$ cat config.mk
export PLATFORM = sky130hd
export DESIGN_NAME = dma_rd_responder
export DESIGN_NICKNAME = d
export VERILOG_FILES = /design/src/rtl/dma_rd_responder_pkg.sv /design/src/rtl/dma_rd_fifo.sv /design/src/rtl/dma_rd_responder.sv
export SDC_FILE = /design/constraint.sdc
export NUM_CORES = 1
export LEC_CHECK = 0
export BUFFER_PORTS_ARGS = -buffer_cell sky130_fd_sc_hd__clkbuf_2
export CAP_MARGIN = 20
export CORE_MARGIN = 5
export CORE_UTILIZATION = 55
export DETAILED_ROUTE_END_ITERATION = 10
export PLACE_DENSITY = 0.73
export SETUP_SLACK_MARGIN = 0.2
export SYNTH_ARGS = -nofsm -noshare
export SYNTH_HDL_FRONTEND = slang
export SYNTH_SLANG_ARGS = --single-unit
export TNS_END_PERCENT = 50
$ cat constraint.sdc
create_clock -name clk -period 43.5 [get_ports clk]
set_input_delay 8.7 -clock clk [delete_from_list [all_inputs] [get_ports clk]]
set_output_delay 8.7 -clock clk [all_outputs]
set_load 0.02 [all_outputs]
$ cat src/rtl/dma_rd_responder_pkg.sv
// Shared types and defaults for the DMA read responder: widths, FSM states,
// latched configuration and window-walk position.
package dma_rd_responder_pkg;

    localparam int DMA_DATA_W   = 16;
    localparam int DMA_ADDR_W   = 24;
    localparam int DMA_PF_DEPTH = 4;

    typedef enum logic [1:0] {
        IDLE  = 2'd0,
        RUN   = 2'd1,
        DRAIN = 2'd2
    } state_e;

    typedef struct packed {
        logic [7:0]  kernel;
        logic [7:0]  i_side;
        logic [7:0]  o_side;
        logic [3:0]  stride;
        logic [3:0]  pad;
        logic [15:0] i_channel;
    } cfg_t;

    typedef struct packed {
        logic [7:0]  oy;
        logic [7:0]  ox;
        logic [7:0]  ky;
        logic [7:0]  kx;
        logic [15:0] ch;
    } pos_t;

    // A zero limit behaves like one so a bad config can never stall a counter.
    function automatic logic at_last(input logic [15:0] cnt, input logic [15:0] lim);
        return ({1'b0, cnt} + 17'd1) >= {1'b0, lim};
    endfunction

endpackage

$ cat src/rtl/dma_rd_fifo.sv
// Prefetch FIFO between memory returns and the engine; push and pop in the
// same cycle are accepted even when full.
module dma_rd_fifo #(
    parameter int DATA_W = 16,
    parameter int DEPTH  = 4
) (
    input  logic                     clk,
    input  logic                     rst,
    input  logic                     push,
    input  logic [DATA_W-1:0]        push_data,
    input  logic                     pop,
    output logic [DATA_W-1:0]        head,
    output logic [$clog2(DEPTH):0]   count,
    output logic                     empty,
    output logic                     full
);

    localparam int AW = $clog2(DEPTH);
    localparam int CW = AW + 1;

    logic [DATA_W-1:0] mem [DEPTH];
    logic [AW-1:0]     wr_ptr;
    logic [AW-1:0]     rd_ptr;
    logic              do_push;
    logic              do_pop;

    assign empty   = (count == '0);
    assign full    = (count == CW'(DEPTH));
    assign do_pop  = pop && !empty;
    assign do_push = push && (!full || do_pop);
    assign head    = mem[rd_ptr];

    always_ff @(posedge clk) begin
        if (do_push) mem[wr_ptr] <= push_data;
    end

    always_ff @(posedge clk) begin
        if (rst) begin
            wr_ptr <= '0;
            rd_ptr <= '0;
            count  <= '0;
        end else begin
            if (do_push) wr_ptr <= wr_ptr + AW'(1);
            if (do_pop)  rd_ptr <= rd_ptr + AW'(1);
            case ({do_push, do_pop})
                2'b10:   count <= count + CW'(1);
                2'b01:   count <= count - CW'(1);
                default: count <= count;
            endcase
        end
    end

endmodule

$ cat src/rtl/dma_rd_responder.sv
// Convolution-window read responder: walks ch/kx/ky/ox/oy, prefetches words
// into a small FIFO and hands one word per engine request. Define
// DMA_RD_ZERO_PAD_EN to synthesize zero words for out-of-image positions.
module dma_rd_responder
    import dma_rd_responder_pkg::*;
#(
    parameter int DATA_W   = DMA_DATA_W,
    parameter int ADDR_W   = DMA_ADDR_W,
    parameter int PF_DEPTH = DMA_PF_DEPTH
) (
    input  logic              clk,
    input  logic              rst,
    input  logic              cfg_valid,
    input  logic [ADDR_W-1:0] cfg_base,
    input  logic [7:0]        cfg_kernel,
    input  logic [7:0]        cfg_i_side,
    input  logic [7:0]        cfg_o_side,
    input  logic [3:0]        cfg_stride,
    input  logic [3:0]        cfg_pad,
    input  logic [15:0]       cfg_i_channel,
    input  logic              dma_reads_en,
    output logic [DATA_W-1:0] dma_ob_data,
    output logic              dma_ob_we,
    output logic              mem_rd_en,
    output logic [ADDR_W-1:0] mem_addr,
    input  logic [DATA_W-1:0] mem_rd_data,
    input  logic              mem_rd_valid,
    output logic              busy,
    output logic              done,
    output logic              underflow
);

    localparam int CW = $clog2(PF_DEPTH) + 1;

    state_e            state, state_nxt;
    cfg_t              cfg_r;
    cfg_t              cfg_in;
    logic [ADDR_W-1:0] base_r;
    pos_t              pos, pos_nxt;
    logic              l_ch, l_kx, l_ky, l_ox, l_oy, last_pos;
    logic              accept, room, issue, issue_rd, pad_pos;
    logic              pend_vld, pend_pad;
    logic signed [15:0] xs, ys;
    logic [ADDR_W-1:0] x_a, y_a, rd_addr;
    logic [3:0]        cfg_pad_eff;
    logic              fifo_push, fifo_pop, fifo_empty, unused_full;
    logic [DATA_W-1:0] fifo_head, push_data;
    logic [CW-1:0]     fifo_cnt;

    assign busy   = (state != IDLE);
    assign accept = (state == IDLE) && cfg_valid;

    assign cfg_in = '{kernel: cfg_kernel, i_side: cfg_i_side, o_side: cfg_o_side,
                      stride: cfg_stride, pad: cfg_pad_eff, i_channel: cfg_i_channel};

    // Image coordinates may go negative with padding; keep them signed.
    assign xs = 16'(pos.ox) * 16'(cfg_r.stride) + 16'(pos.kx) - 16'(cfg_r.pad);
    assign ys = 16'(pos.oy) * 16'(cfg_r.stride) + 16'(pos.ky) - 16'(cfg_r.pad);
    assign x_a = ADDR_W'(xs);
    assign y_a = ADDR_W'(ys);
    assign rd_addr = base_r + (y_a * ADDR_W'(cfg_r.i_side) + x_a) * ADDR_W'(cfg_r.i_channel)
                   + ADDR_W'(pos.ch);

`ifdef DMA_RD_ZERO_PAD_EN
    assign cfg_pad_eff = cfg_pad;
    assign pad_pos = xs[15] || ys[15] ||
                     (xs[14:0] >= 15'(cfg_r.i_side)) || (ys[14:0] >= 15'(cfg_r.i_side));
`else
    logic unused_pad;
    assign unused_pad  = ^cfg_pad;
    assign cfg_pad_eff = '0;
    assign pad_pos     = 1'b0;
`endif

    // Count in-flight reads against the FIFO so a return always has a slot.
    assign room     = (int'(fifo_cnt) + int'(pend_vld)) < PF_DEPTH;
    assign issue    = (state == RUN) && room;
    assign issue_rd = issue && !pad_pos;

    assign mem_rd_en = issue_rd;
    assign mem_addr  = issue_rd ? rd_addr : '0;

    assign fifo_push = pend_vld && (pend_pad || mem_rd_valid);
    assign push_data = pend_pad ? '0 : mem_rd_data;
    assign fifo_pop  = busy && dma_reads_en && !fifo_empty;

    always_comb begin
        l_ch = at_last(pos.ch, cfg_r.i_channel);
        l_kx = at_last(16'(pos.kx), 16'(cfg_r.kernel));
        l_ky = at_last(16'(pos.ky), 16'(cfg_r.kernel));
        l_ox = at_last(16'(pos.ox), 16'(cfg_r.o_side));
        l_oy = at_last(16'(pos.oy), 16'(cfg_r.o_side));
        last_pos = l_ch && l_kx && l_ky && l_ox && l_oy;
        pos_nxt = pos;
        pos_nxt.ch = l_ch ? '0 : pos.ch + 16'd1;
        if (l_ch)                         pos_nxt.kx = l_kx ? '0 : pos.kx + 8'd1;
        if (l_ch && l_kx)                 pos_nxt.ky = l_ky ? '0 : pos.ky + 8'd1;
        if (l_ch && l_kx && l_ky)         pos_nxt.ox = l_ox ? '0 : pos.ox + 8'd1;
        if (l_ch && l_kx && l_ky && l_ox) pos_nxt.oy = l_oy ? '0 : pos.oy + 8'd1;
    end

    always_comb begin
        state_nxt = state;
        done      = 1'b0;
        case (state)
            IDLE:    if (cfg_valid) state_nxt = RUN;
            RUN:     if (issue && last_pos) state_nxt = DRAIN;
            DRAIN: begin
                if (fifo_empty && !pend_vld) begin
                    state_nxt = IDLE;
                    done      = 1'b1;
                end
            end
            default: state_nxt = IDLE;
        endcase
    end

    always_ff @(posedge clk) begin
        if (rst) begin
            state       <= IDLE;
            cfg_r       <= '0;
            base_r      <= '0;
            pos         <= '0;
            pend_vld    <= 1'b0;
            pend_pad    <= 1'b0;
            dma_ob_we   <= 1'b0;
            dma_ob_data <= '0;
            underflow   <= 1'b0;
        end else begin
            state     <= state_nxt;
            pend_vld  <= issue;
            pend_pad  <= issue && pad_pos;
            dma_ob_we <= fifo_pop;
            if (fifo_pop) dma_ob_data <= fifo_head;
            // Once every word has gone out, a request is past the transfer, not starved.
            if (busy && !done && dma_reads_en && fifo_empty) underflow <= 1'b1;
            if (accept) begin
                cfg_r  <= cfg_in;
                base_r <= cfg_base;
                pos    <= '0;
            end else if (issue) begin
                pos <= pos_nxt;
            end
        end
    end

    dma_rd_fifo #(
        .DATA_W (DATA_W),
        .DEPTH  (PF_DEPTH)
    ) u_fifo (
        .clk       (clk),
        .rst       (rst),
        .push      (fifo_push),
        .push_data (push_data),
        .pop       (fifo_pop),
        .head      (fifo_head),
        .count     (fifo_cnt),
        .empty     (fifo_empty),
        .full      (unused_full)
    );

endmodule

==> metrics.cfg <==
[sta]
fin_setup_tns_ps=0
worstMarginPinSlew_ps=1164
rsz0062_at_grt=no
timing.hold.ws_ps=454.6
timing.final.max_slew_violations=0
finClkSkew_ps=30.53
fmax_ghz=0.03992
layout_setup_ws_ps=18450
timing.final.crit_share=0.5759
relSlewSlack=0.2214
final-setup-viol-count=0
hold_viol=0
min_period_ps=25050

[clock_tree]
path_clk_slew_ps=60
numCtsBuffers=26
htree_levels=1
post_cts_resize_count=0
cts_root_buf=clkbuf_16
cts_setup_buffers=0
cts_tree=done
clock-sinks=208
cts_buffer_depth=3
ctsHoldBuffers=0
insertion_delay_ps=570

[logic_synthesis]
synth_top_family_by_area=adder cells
netlist_area_sq_um=24700
synth_xor_area_frac=0.04117
synth_fp_nets=3438
synth.avg_cell_area_sq_um=8.912
yosys-mux-area-fraction=0.01585
async_flop_share=0
synthSimpleGateAreaFrac=0.1710
synth_area_leaders=fa_1 (29%), dfxtp_1 (12%), ha_1 (11%)
yosys.area.top_type_share=0.2869
synth_fa_ha_area_frac=0.3978
yosysWarnings=0
netlist_instances=2772
seq_area_frac_synth=0.1945
netlist-cell-type-count=60
synth_flop_cell=dfxtp_1
synth_compound_area_frac=0.07835
yosys.area.top_type=fa_1
yosys-top-cells-count=inv_1 (552), nand2_1 (399), fa_1 (354)
ys_ff_latch=208
synth_edf_count=64
yosysMostFrequentCell=inv_1

[setup_path]
critical_path_class=flip-flop to output pin
slowest_delay_ps=780
cp.arrival_ps=16350
cp.depth=49
rr_worst_depth=14
reg2reg_setup_slack_ps=38810
rr_endpoint=pos[13]$_SDFFE_PP0P_
cp-startpoint=cfg_r[21]$_SDFFE_PP0P_
slowest_stage=a22oi_1
crit_path_max_fanout=17
r2r_start=pos[0]$_SDFFE_PP0P_
cp_top_family=adder cells
cp_common_cell=fa_1
setup.worst_path.end=mem_addr[23]
crit_buf_inv=4
start_kind=flip-flop
cp-end-kind=output pin
required_ps=34800

[cells_and_area]
drive_gt1_frac=0.08246
area_delta_synth_final_pct=8.499
utilization=0.6048
diodes=0
fillers=3820
nets=3508

[grt]
grt_antenna_before_repair=0
grt.met1_usage=0.3050
grt_usage=0.2431
gr-usage-met2=0.4216
grt_start_max_net_pins=62
grt_use_met3=0.04144
top_usage_layer=met2
grt_pass1_vias=19870
grt_overflow=0
grt_pass1_wl_um=98670

[floorplanning]
start_util=0.5575
die_h_um=221.9
ios=138
dieArea_sq_um=49260
core_area_sq_um=44320
rows=77
die_x_um=221.9

[power]
ir_drop_v=0.00003380
p_total_uw=499.4
power.leakage_nw=12.41
power_density_nw_per_um2=18.63

[detailed_routing]
wl_per_cell_um=17.24
viasPerCell=5.396
wl_um=59560
drtIter0Drc=1264
ant_nets=0
drc_errors=0
dr.pass1.iters=5
vias=18640

[job]
drv_cap=0

[placement]
io_buffers=133
gp_congestion=0.9161
hpwlAfterDp_um=46690
place_ws_ps=19100

[min_path]
worstHoldPathType=flip-flop to flip-flop

[status]
status=finished clean

[per-layer routing]
| metal | share of wire | routed length, um |
|---|---|---|
| met3 | 0.060 | 3594 |
| met5 | 0 | 0 |
| met1 | 0.40 | 24080 |
| met4 | 0.044 | 2596 |
| met2 | 0.49 | 29290 |
[kinds of logic (layout without fill, tap and decap cells)]
| logic type | after synthesis | in the layout |
|---|---|---|
| AND/OR/NAND/NOR | 875 | 875 |
| buffers and inverters | 667 | 757 |
| flip-flops | 208 | 208 |
| multiplexers | 19 | 19 |
| XOR/XNOR | 109 | 109 |
| AO/OA/AOI/OAI | 321 | 321 |
| adder cells (fa/ha/maj) | 573 | 573 |
[placed cells by master (no fill, tap or decap), drive strengths merged, types with 8 or more instances in the layout]
cell type	netlist	layout
nand2b	12	12
dfxtp	144	144
nor2b	14	14
xnor2	76	76
nor3	24	24
mux4	16	16
and3	11	11
nand4	14	14
buf	10	24
o21a	9	9
a21o	53	53
clkinv	1	9
ha	219	219
nor4	8	8
fa	354	354
edfxtp	64	64
o31ai	8	8
o21ai	51	51
a21oi	157	157
clkbuf	104	163
or3	9	9
nand3	41	41
inv	552	553
nand2	399	399
and2	242	242
xor2	29	29
nor2	82	82
[worst min path at each step]
| stage | start | endpoint | slack [ps] | cells after the start |
|---|---|---|---|---|
| finish | cfg_r[42]$_SDFFE_PP0P_ | cfg_r[42]$_SDFFE_PP0P_ | 450 | 2 |
| global route | cfg_r[29]$_SDFFE_PP0P_ | cfg_r[29]$_SDFFE_PP0P_ | 480 | 2 |
| CTS | cfg_r[47]$_SDFFE_PP0P_ | cfg_r[47]$_SDFFE_PP0P_ | 460 | 2 |
| detailed placement | cfg_r[47]$_SDFFE_PP0P_ | cfg_r[47]$_SDFFE_PP0P_ | 450 | 2 |
| global placement | pos[15]$_SDFFE_PP0P_ | pos[15]$_SDFFE_PP0P_ | 440 | 2 |
| floorplan | pos[15]$_SDFFE_PP0P_ | pos[15]$_SDFFE_PP0P_ | 430 | 2 |
[worst min-delay path, cell delays in order (launching register included)]
cell and delay [ps]:
dfxtp_1 310, nand2_1 50, a21oi_1 50
[metrics by stage]
step,area [sq um],std cells
after floorplan,24700,2772
after global placement,25890,3405
after detailed placement,25900,3406
after CTS,26800,3454
after global routing,26800,3454
final,26800,3454
[final cells by class]
type                       instances  area [sq um]  area share
clock buffer                      31         709.4     0.02647
clock inverter                    17         198.9    0.007422
sequential                       208          4805      0.1792
tap                              592         740.7     0.02763
inverter                         553          2076     0.07744
timing repair buffer             156         840.8     0.03137
multi-input combinational       1897         17430      0.6504
[where the power goes]
part / total, mW / internal (mW) / switching [mW]
logic: 0.0596 / 0.0212 / 0.0384
clock network: 0.226 / 0.135 / 0.0911
registers: 0.214 / 0.205 / 0.00894
[registers in the layout, summed over array words and instances, names as in the netlist]
register	cells
base_r	24
cfg_r	44
dma_ob_data	16
dma_ob_we	1
pend_vld	1
pos	48
state	2
u_fifo.count	3
u_fifo.mem	64
u_fifo.rd_ptr	2
u_fifo.wr_ptr	2
underflow	1
Power figures use the tool's default switching activity.
